## src/rtl/pkt_qos_sched_pkg.sv

```systemverilog
// Shared types and helpers for the packet QoS scheduler.
package pkt_qos_sched_pkg;

  localparam int unsigned NUM_CH = 8;
  localparam int unsigned ID_W   = 3;

  typedef enum logic {
    IDLE = 1'b0,
    BUSY = 1'b1
  } state_t;

  // Binary index of a one-hot vector; returns 0 for an all-zero vector.
  function automatic logic [ID_W-1:0] onehot_to_idx(input logic [NUM_CH-1:0] oh);
    logic [ID_W-1:0] idx;
    idx = '0;
    for (int unsigned i = 0; i < NUM_CH; i++) begin
      if (oh[i]) idx = ID_W'(i);
    end
    return idx;
  endfunction

endpackage

```

## src/rtl/pkt_qos_sched_rr_pick8.sv

```systemverilog
// Rotating-priority picker: first set request at or after ptr, wrapping 7->0.
module rr_pick8
  import pkt_qos_sched_pkg::*;
(
  input  logic [NUM_CH-1:0] req,
  input  logic [ID_W-1:0]   ptr,
  output logic [NUM_CH-1:0] onehot,
  output logic [ID_W-1:0]   idx,
  output logic              any
);

  // Scan from ptr upward; the 3-bit add wraps naturally modulo 8.
  always_comb begin
    logic [ID_W-1:0] cand;
    onehot = '0;
    any    = 1'b0;
    cand   = '0;
    for (int unsigned i = 0; i < NUM_CH; i++) begin
      cand = ptr + ID_W'(i);
      if (!any && req[cand]) begin
        any          = 1'b1;
        onehot[cand] = 1'b1;
      end
    end
    idx = onehot_to_idx(onehot);
  end

endmodule

```

## src/rtl/pkt_qos_sched.sv

```systemverilog
// Packet-granular two-class scheduler with round-robin within each class,
// a high-priority burst limit and a per-packet beat watchdog.
module pkt_qos_sched
  import pkt_qos_sched_pkg::*;
#(
  parameter int unsigned HP_BURST_MAX = 4,
  parameter int unsigned MAX_PKT_LEN  = 256,
  parameter int unsigned CNT_W        = 9
) (
  input  logic              clk,
  input  logic              rst,
  input  logic              sched_en,
  input  logic [NUM_CH-1:0] ch_req,
  input  logic [NUM_CH-1:0] ch_qos,
  input  logic [NUM_CH-1:0] ch_eop,
  input  logic              out_rdy,
  output logic [NUM_CH-1:0] grant,
  output logic [ID_W-1:0]   grant_id,
  output logic              grant_vld,
  output logic              grant_qos,
  output logic              pkt_start,
  output logic              pkt_done,
  output logic              timeout_err
);

  localparam int unsigned STREAK_W = $clog2(HP_BURST_MAX + 1);

  state_t              state, state_nxt;
  logic [ID_W-1:0]     hp_ptr, lp_ptr;
  logic [STREAK_W-1:0] hp_streak;
  logic [CNT_W-1:0]    beat_cnt;

  logic [NUM_CH-1:0]   hp_set, lp_set, hp_oh, lp_oh;
  logic [ID_W-1:0]     hp_idx, lp_idx;
  logic                hp_any, lp_any;
  logic                beat, eop_beat, wdog, release_pkt;
  logic                decide, streak_full, pick_hp, pick_lp;

  assign hp_set = ch_req & ch_qos;
  assign lp_set = ch_req & ~ch_qos;

  rr_pick8 u_hp_pick (.req(hp_set), .ptr(hp_ptr), .onehot(hp_oh), .idx(hp_idx), .any(hp_any));
  rr_pick8 u_lp_pick (.req(lp_set), .ptr(lp_ptr), .onehot(lp_oh), .idx(lp_idx), .any(lp_any));

  assign beat        = grant_vld & out_rdy;
  assign eop_beat    = beat & ch_eop[grant_id];
  assign wdog        = beat & ~ch_eop[grant_id] & (beat_cnt == CNT_W'(MAX_PKT_LEN - 1));
  assign release_pkt = eop_beat | wdog;

  // Low priority wins when the HP burst budget is spent or no HP is pending.
  assign streak_full = (hp_streak == STREAK_W'(HP_BURST_MAX));
  assign pick_lp     = lp_any & (streak_full | ~hp_any);
  assign pick_hp     = hp_any & ~pick_lp;

  // State register.
  always_ff @(posedge clk) begin
    if (rst) state <= IDLE;
    else     state <= state_nxt;
  end

  // Decision point and next state; a release with a candidate re-enters BUSY with no gap.
  always_comb begin
    decide    = 1'b0;
    state_nxt = state;
    case (state)
      IDLE: begin
        decide = sched_en & (|ch_req);
        if (decide) state_nxt = BUSY;
      end
      BUSY: begin
        decide = release_pkt & sched_en;
        if (release_pkt) state_nxt = (decide && (pick_hp || pick_lp)) ? BUSY : IDLE;
      end
      default: state_nxt = IDLE;
    endcase
  end

  // Per-beat status strobes, suppressed while reset is asserted.
  always_comb begin
    pkt_done    = ~rst & eop_beat;
    timeout_err = ~rst & wdog;
  end

  // Grant registers, class pointers, burst streak and beat counter.
  always_ff @(posedge clk) begin
    if (rst) begin
      grant     <= '0;
      grant_id  <= '0;
      grant_vld <= 1'b0;
      grant_qos <= 1'b0;
      pkt_start <= 1'b0;
      hp_ptr    <= '0;
      lp_ptr    <= '0;
      hp_streak <= '0;
      beat_cnt  <= '0;
    end else begin
      pkt_start <= 1'b0;
      if (beat) beat_cnt <= beat_cnt + 1'b1;
      if (decide) begin
        beat_cnt <= '0;
        if (pick_hp) begin
          grant     <= hp_oh;
          grant_id  <= hp_idx;
          grant_vld <= 1'b1;
          grant_qos <= 1'b1;
          pkt_start <= 1'b1;
          hp_ptr    <= hp_idx + 1'b1;
          if (!lp_any)          hp_streak <= '0;
          else if (!streak_full) hp_streak <= hp_streak + 1'b1;
        end else if (pick_lp) begin
          grant     <= lp_oh;
          grant_id  <= lp_idx;
          grant_vld <= 1'b1;
          grant_qos <= 1'b0;
          pkt_start <= 1'b1;
          lp_ptr    <= lp_idx + 1'b1;
          hp_streak <= '0;
        end else begin
          grant     <= '0;
          grant_id  <= '0;
          grant_vld <= 1'b0;
          grant_qos <= 1'b0;
          hp_streak <= '0;
        end
      end else if (release_pkt) begin
        grant     <= '0;
        grant_id  <= '0;
        grant_vld <= 1'b0;
        grant_qos <= 1'b0;
      end
    end
  end

endmodule

```

## config.mk

```make
export PLATFORM = sky130hd
export DESIGN_NAME = pkt_qos_sched
export DESIGN_NICKNAME = d
export VERILOG_FILES = /design/src/rtl/pkt_qos_sched_pkg.sv /design/src/rtl/pkt_qos_sched_rr_pick8.sv /design/src/rtl/pkt_qos_sched.sv
export SDC_FILE = /design/constraint.sdc
export NUM_CORES = 1
export LEC_CHECK = 0
export BUFFER_PORTS_ARGS = -buffer_cell sky130_fd_sc_hd__buf_2
export CAP_MARGIN = 20
export CORE_UTILIZATION = 50
export CTS_CLUSTER_SIZE = 8
export DETAILED_ROUTE_END_ITERATION = 12
export PLACE_DENSITY = 0.68
export SETUP_SLACK_MARGIN = 0.5
export SLEW_MARGIN = 15
export SYNTH_ARGS = -nofsm -noshare
export SYNTH_HDL_FRONTEND = slang
export SYNTH_SLANG_ARGS = --single-unit
```

## constraint.sdc

```tcl
create_clock -name clk -period 4.85 [get_ports clk]
set_input_delay 0.2425 -clock clk [delete_from_list [all_inputs] [get_ports clk]]
set_output_delay 0.2425 -clock clk [all_outputs]
set_load 0.01 [all_outputs]
```

==> Word-level counts from Yosys, hierarchy flattened <==
Index checks and enable logic that the tools add are counted.
{ "totals": {"wordCells": 287, "register_bits": 33, "inputBits": 28} }
{ "op_classes": {"n_eq_ne": 3, "muxes": 134, "bitwise": 36, "n_lt_le_gt_ge": 33, "reduce_logical": 53, "addsub": 18} }
{ "op_table": {"columns": ["operator", "n"], "rows": [
  ["2-to-1 mux 8 bit", 20],
  ["bitwise OR 8 bit", 14],
  ["< comparator 3 x 4 -> 1 bit, second input constant", 17],
  ["2-to-1 mux 1 bit", 60],
  ["binary-select mux 1 bit (select 3 bit)", 17],
  ["demux 1 bit (select 3 bit)", 16],
  ["greater-or-equal comparator 3 x 1 -> 1 bit, second input constant", 16],
  ["2-to-1 mux 3 bit", 15],
  ["logical AND 1 bit", 31],
  ["adder 3 bit, second input constant", 8],
  ["AND 8 bit", 2],
  ["adder 3 x 1 -> 3 bit, second input constant", 5],
  ["logical NOT 1 bit", 14],
  ["adder 3 x 2 -> 3 bit, second input constant", 4],
  ["AND 1 bit", 10],
  ["adder 9 x 1 -> 9 bit, second input constant", 1],
  ["equality test 9 x 8 -> 1 bit, second input constant", 1],
  ["2-to-1 mux 2 bit", 4],
  ["NOT 8 bit", 1],
  ["OR reduction 8 bit", 1],
  ["NOT 1 bit", 7],
  ["case mux 1 bit (2 select lines)", 2],
  ["AND reduction 2 bit", 2],
  ["OR reduction 2 bit", 2],
  ["other kinds (6)", 7]
]} }

==> Longest topological paths before layout <==
{ "depth": {"depth_word": 36, "depth_mapped": 18, "ltp_nobuf": 15} }

==> Hierarchy <==
A second synthesis with hierarchy kept.
{ "unflattened": {"cells_unflattened": 494, "hier_area_um2": 4336.7} }
{ "by_module_without_submodules": {"columns": ["module", "instances", "cells_each", "area_per_inst_um2"], "rows": [
  ["pkt_qos_sched", 1, 204, 1839.3],
  ["rr_pick8 at u_lp_pick", 1, 149, 1273.7],
  ["rr_pick8 at u_hp_pick", 1, 141, 1223.7]
]} }

==> Least setup slack after synthesis <==
Ideal clock, no wire load.
{ "synth_timing": {"kind": "register to register", "from": "register hp_ptr[0]", "to": "register hp_ptr[1]", "slack_ns": 0.900, "arrival_ns": 3.821, "t_required_ns": 4.721, "path_stages_with_launch": 16, "setup_ns": 0.129, "path_cell_list": "dfxtp_1 -> buf_4 -> buf_2 -> clkinv_1 -> ha_1 -> clkinv_1 -> mux4_2 -> or4_4 -> buf_6 -> or4b_4 -> a32oi_4 -> mux2i_1 -> nand4_1 -> ha_1 -> a21oi_1 -> nor2_1"} }
{ "synth_via": {"elab_chain_cells": 32} }
{ "synth_lines": {"columns": ["element", "line_no", "text"], "rows": [
  ["from (decl)", "pkt_qos_sched.sv:29", "logic [ID_W-1:0] hp_ptr, lp_ptr;"],
  ["from (signal assigned)", "pkt_qos_sched.sv:107", "hp_ptr <= hp_idx + 1'b1;"],
  ["branches (longest 32 deep; another with < comparator 3 x 4 -> 1 bit)", null, null]
]} }
Parallel ways; which one is timed is not known. The select of a mux whose other input is x is not followed.
A chain may end at the register's enable or synchronous reset.

==> Worst setup path in the final report <==
{ "layout_timing": {"from": "register lp_ptr[0]", "to": "register lp_ptr[2]"} }
{ "layout_via": {"elab_chain_cells": 32} }
{ "layout_lines": {"columns": ["element", "line_no", "text"], "rows": [
  ["from (decl)", "pkt_qos_sched.sv:29", null],
  ["from (signal assigned)", "pkt_qos_sched.sv:116", "lp_ptr <= lp_idx + 1'b1;"],
  ["branches (longest 32 deep; another with < comparator 3 x 4 -> 1 bit)", null, null]
]} }
Parallel ways; which one is timed is not known. The select of a mux whose other input is x is not followed.

==> qor.yml <==
dp_hpwl_mm: 8.544
cts.clk_slew.worst_paths_ns: 0.08
io_buffers: 43
synth_top_area_share_pct: 17.23
dr.pass1.iters: 5
grt_use_total_pct: 28.55
wl_met2_mm: 5.169
syn_area_um2: 3834
die_area_um2: 8022
synth_most_common_cell: "nand2_1"
wl_per_cell_um: 18.73
drtIter0Drc: 233
n_fill_cell: 690
cp_cell_sequence: "inv_2 -> ha_1 -> buf_4 -> inv_1 -> nor4_2 -> nor4b_2 -> or4b_4 -> or4_4 -> a21o_1 -> o21a_1 -> nand3b_1 -> ha_1 -> nor2_1 -> nand3_1 -> o221ai_1"
nets: 539
avgSynthCellArea_um2: 8.298
r2r-start: "lp_ptr[0]"
cts_setup_buffers: 0
worst-setup-path-type: "reg2reg"
synth-seq-cells: 33
fin_cells: 593
antenna_found_initial: 0
status: "completed"
synth_edf_count: 0
routed_wirelength_mm: 11.11
fp.dieH_um: 89.57
grt_pass1_wl_mm: 17.44
relSlewSlack_pct: 35.69
min_from: "sched_en"
min_delay_worst_endpoint: "state"
clk_path_buf_depth: 2
drcViolationCount: 0
dp.cells: 585
final_hold_viol_count: 0
cts_inserted_buffers: 5
cts_tree: "yes"
ant_nets: 0
clock_latency_ns: 0.29
diodes: 0
grt_pass1_vias: 3422
layout-drive-gt1-share_pct: 21.46
synth.area.top_cells: "dfxtp_1 17%, mux4_2 12%, ha_1 5.9%, nand2_1 4.8%, nor2_1 3.0%"
rows: 31
via_count: 3871
syn_inst: 462
cap_violations: 0
highest_layer: "met4"
yosys_warnings: 0
clockRootBuffer: "clkbuf_8"
synth_ff_type: "dfxtp_1"
grt_overflow: 0
synthToLayoutAreaGrowth_pct: 9.497
multiInputGateArea_um2: 3007
wl_met1_mm: 5.051
crit_path_end_kind: "flip-flop"
core_area_um2: 7331
reg2regPathDepth: 15
h-tree-depth: 2
synth_top_area_cell: "dfxtp_1"
fin_crit_sh_pct: 85.57
die_w_um: 89.57
path_buf_inv: 3
max_freq_ghz: 0.2410
regArea_um2: 664.4
cts_sinks: 33
reg2reg_slack_ns: 0.70
ys_seq_area_share_pct: 17.23
syn_nets: 508
cpPeakStageDelay_ns: 0.63
arrival_ns: 4.30
synthTopCellsByCount: "49 x nand2_1, 33 x dfxtp_1, 31 x nor2_1"
tns_ns: 0
timing.final.max_slew_violations: 0
start_kind: "flip-flop"
setup_viol: 0
r2r-end: "lp_ptr[2]"
p_leak_nw: 1.573
worst_path_most_repeated_cell: "ha_1"
wl_met3_um: 627
fin_worst_skew_ns: 0.009894
worstPathMaxFanout: 25
p_per_area_nw_per_um2: 419.1
min_path_cells: 3
crit_path_top_delay_cell: "or4b_4"
hold_slack_ns: 0.2452
required_ns: 5.00
hold_class: "in2reg"
pin_count: 44
routabilityCongestion: 0.9205
ir_drop_mv: 0.2501
cp_top_family: "simple AND/OR/NAND/NOR gates"
vias_per_cell: 6.528
grt_max_degree: 36
synthArstFlopShare_pct: 0
fin_crit_ns: 4.150
worst_pin_slew_ns: 0.9626
start_util_pct: 52.30
synth.distinct_cells: 74
rsz0062_at_grt: "false"
post-route-util_pct: 57.26
## logic make-up after synthesis
kind of cell	synth area share, %
xor gates and xnor gates	3.819
DFF	17.23
AOI/OAI and AO/OA	23.20
and+or+nand+nor	30.09
muxes	15.05
buffers and inverters	4.732
adders and majority gates	5.875
## metrics by stage
stage,power (mW),setup slack [ns],instance area (µm²)
finish,1.759,0.7001,4198
floorplan,1.267,0.9001,3834
global route,1.889,0.5113,4198
global placement,1.510,0.5724,4089
detailed placement,1.518,0.5303,4089
CTS,1.730,0.5323,4177
## layout by cell type, fill, tap and decap left out, types with 10 or more instances in the layout
master,instances
nor2_1,31
a21oi_1,16
nand3_1,21
mux4_2,20
nand3b_1,11
dfxtp_1,30
o21a_1,10
o21ai_0,19
buf_2,43
nand2b_1,14
ha_1,18
nand2_1,49
inv_1,11
## worst reg2reg max path: stages, from the launching register on
cell      delay [ns]
dfxtp_2         0.58
inv_2           0.07
ha_1            0.29
buf_4           0.20
inv_1           0.16
nor4_2          0.33
nor4b_2         0.12
or4b_4          0.63
or4_4           0.55
a21o_1          0.21
o21a_1          0.21
nand3b_1        0.19
ha_1            0.20
nor2_1          0.05
nand3_1         0.09
o221ai_1        0.11
## cell type report
type | instances | area share (%)
flip-flops and latches | 33 | 15.83
clock buffers | 5 | 1.639
clock inverters | 3 | 0.4173
well taps | 99 | 2.951
multi-input cells | 390 | 71.62
inverters | 14 | 1.252
repair buffers | 49 | 6.289
## repair_timing
action                     4_1_cts  5_1_grt
hold buffers                     0        0
setup endpoints to repair        1       15
resized for setup                1        6
## flip-flops by register name, summed over array words and instances (netlist names)
| name | count |
|---|---|
| state | 1 |
| hp_streak | 3 |
| pkt_start | 1 |
| grant_vld | 1 |
| hp_ptr | 3 |
| grant_qos | 1 |
| lp_ptr | 3 |
| beat_cnt | 9 |
| grant | 8 |
| grant_id | 3 |
## how the worst max path moves through the flow
| stage | start | endpoint | slack, ns | depth (start not counted) |
|---|---|---|---|---|
| after global routing | lp_ptr[1] | lp_ptr[1] | 0.51 | 14 |
| final | lp_ptr[0] | lp_ptr[2] | 0.70 | 15 |
| after floorplan | hp_ptr[0] | hp_ptr[1] | 0.90 | 15 |
| after global placement | lp_ptr[0] | lp_ptr[2] | 0.57 | 15 |
| after detailed placement | lp_ptr[0] | lp_ptr[2] | 0.53 | 15 |
| after CTS | lp_ptr[1] | lp_ptr[2] | 0.53 | 15 |
## power breakdown
part | internal, mW | leakage, nW | switching (mW) | total (mW)
clock network | 0.0990 | 0.0439 | 0.111 | 0.210
registers | 0.313 | 0.270 | 0.0511 | 0.365
logic | 0.489 | 1.26 | 0.695 | 1.18
## per-layer routing
layer,global-route usage [%],vias to the layer above
li1,-,1845
met1,39.80,1842
met2,45.66,154
met3,4.247,30
met4,8.369,0
met5,0,-
No activity file was read; power rests on OpenSTA's default activity.
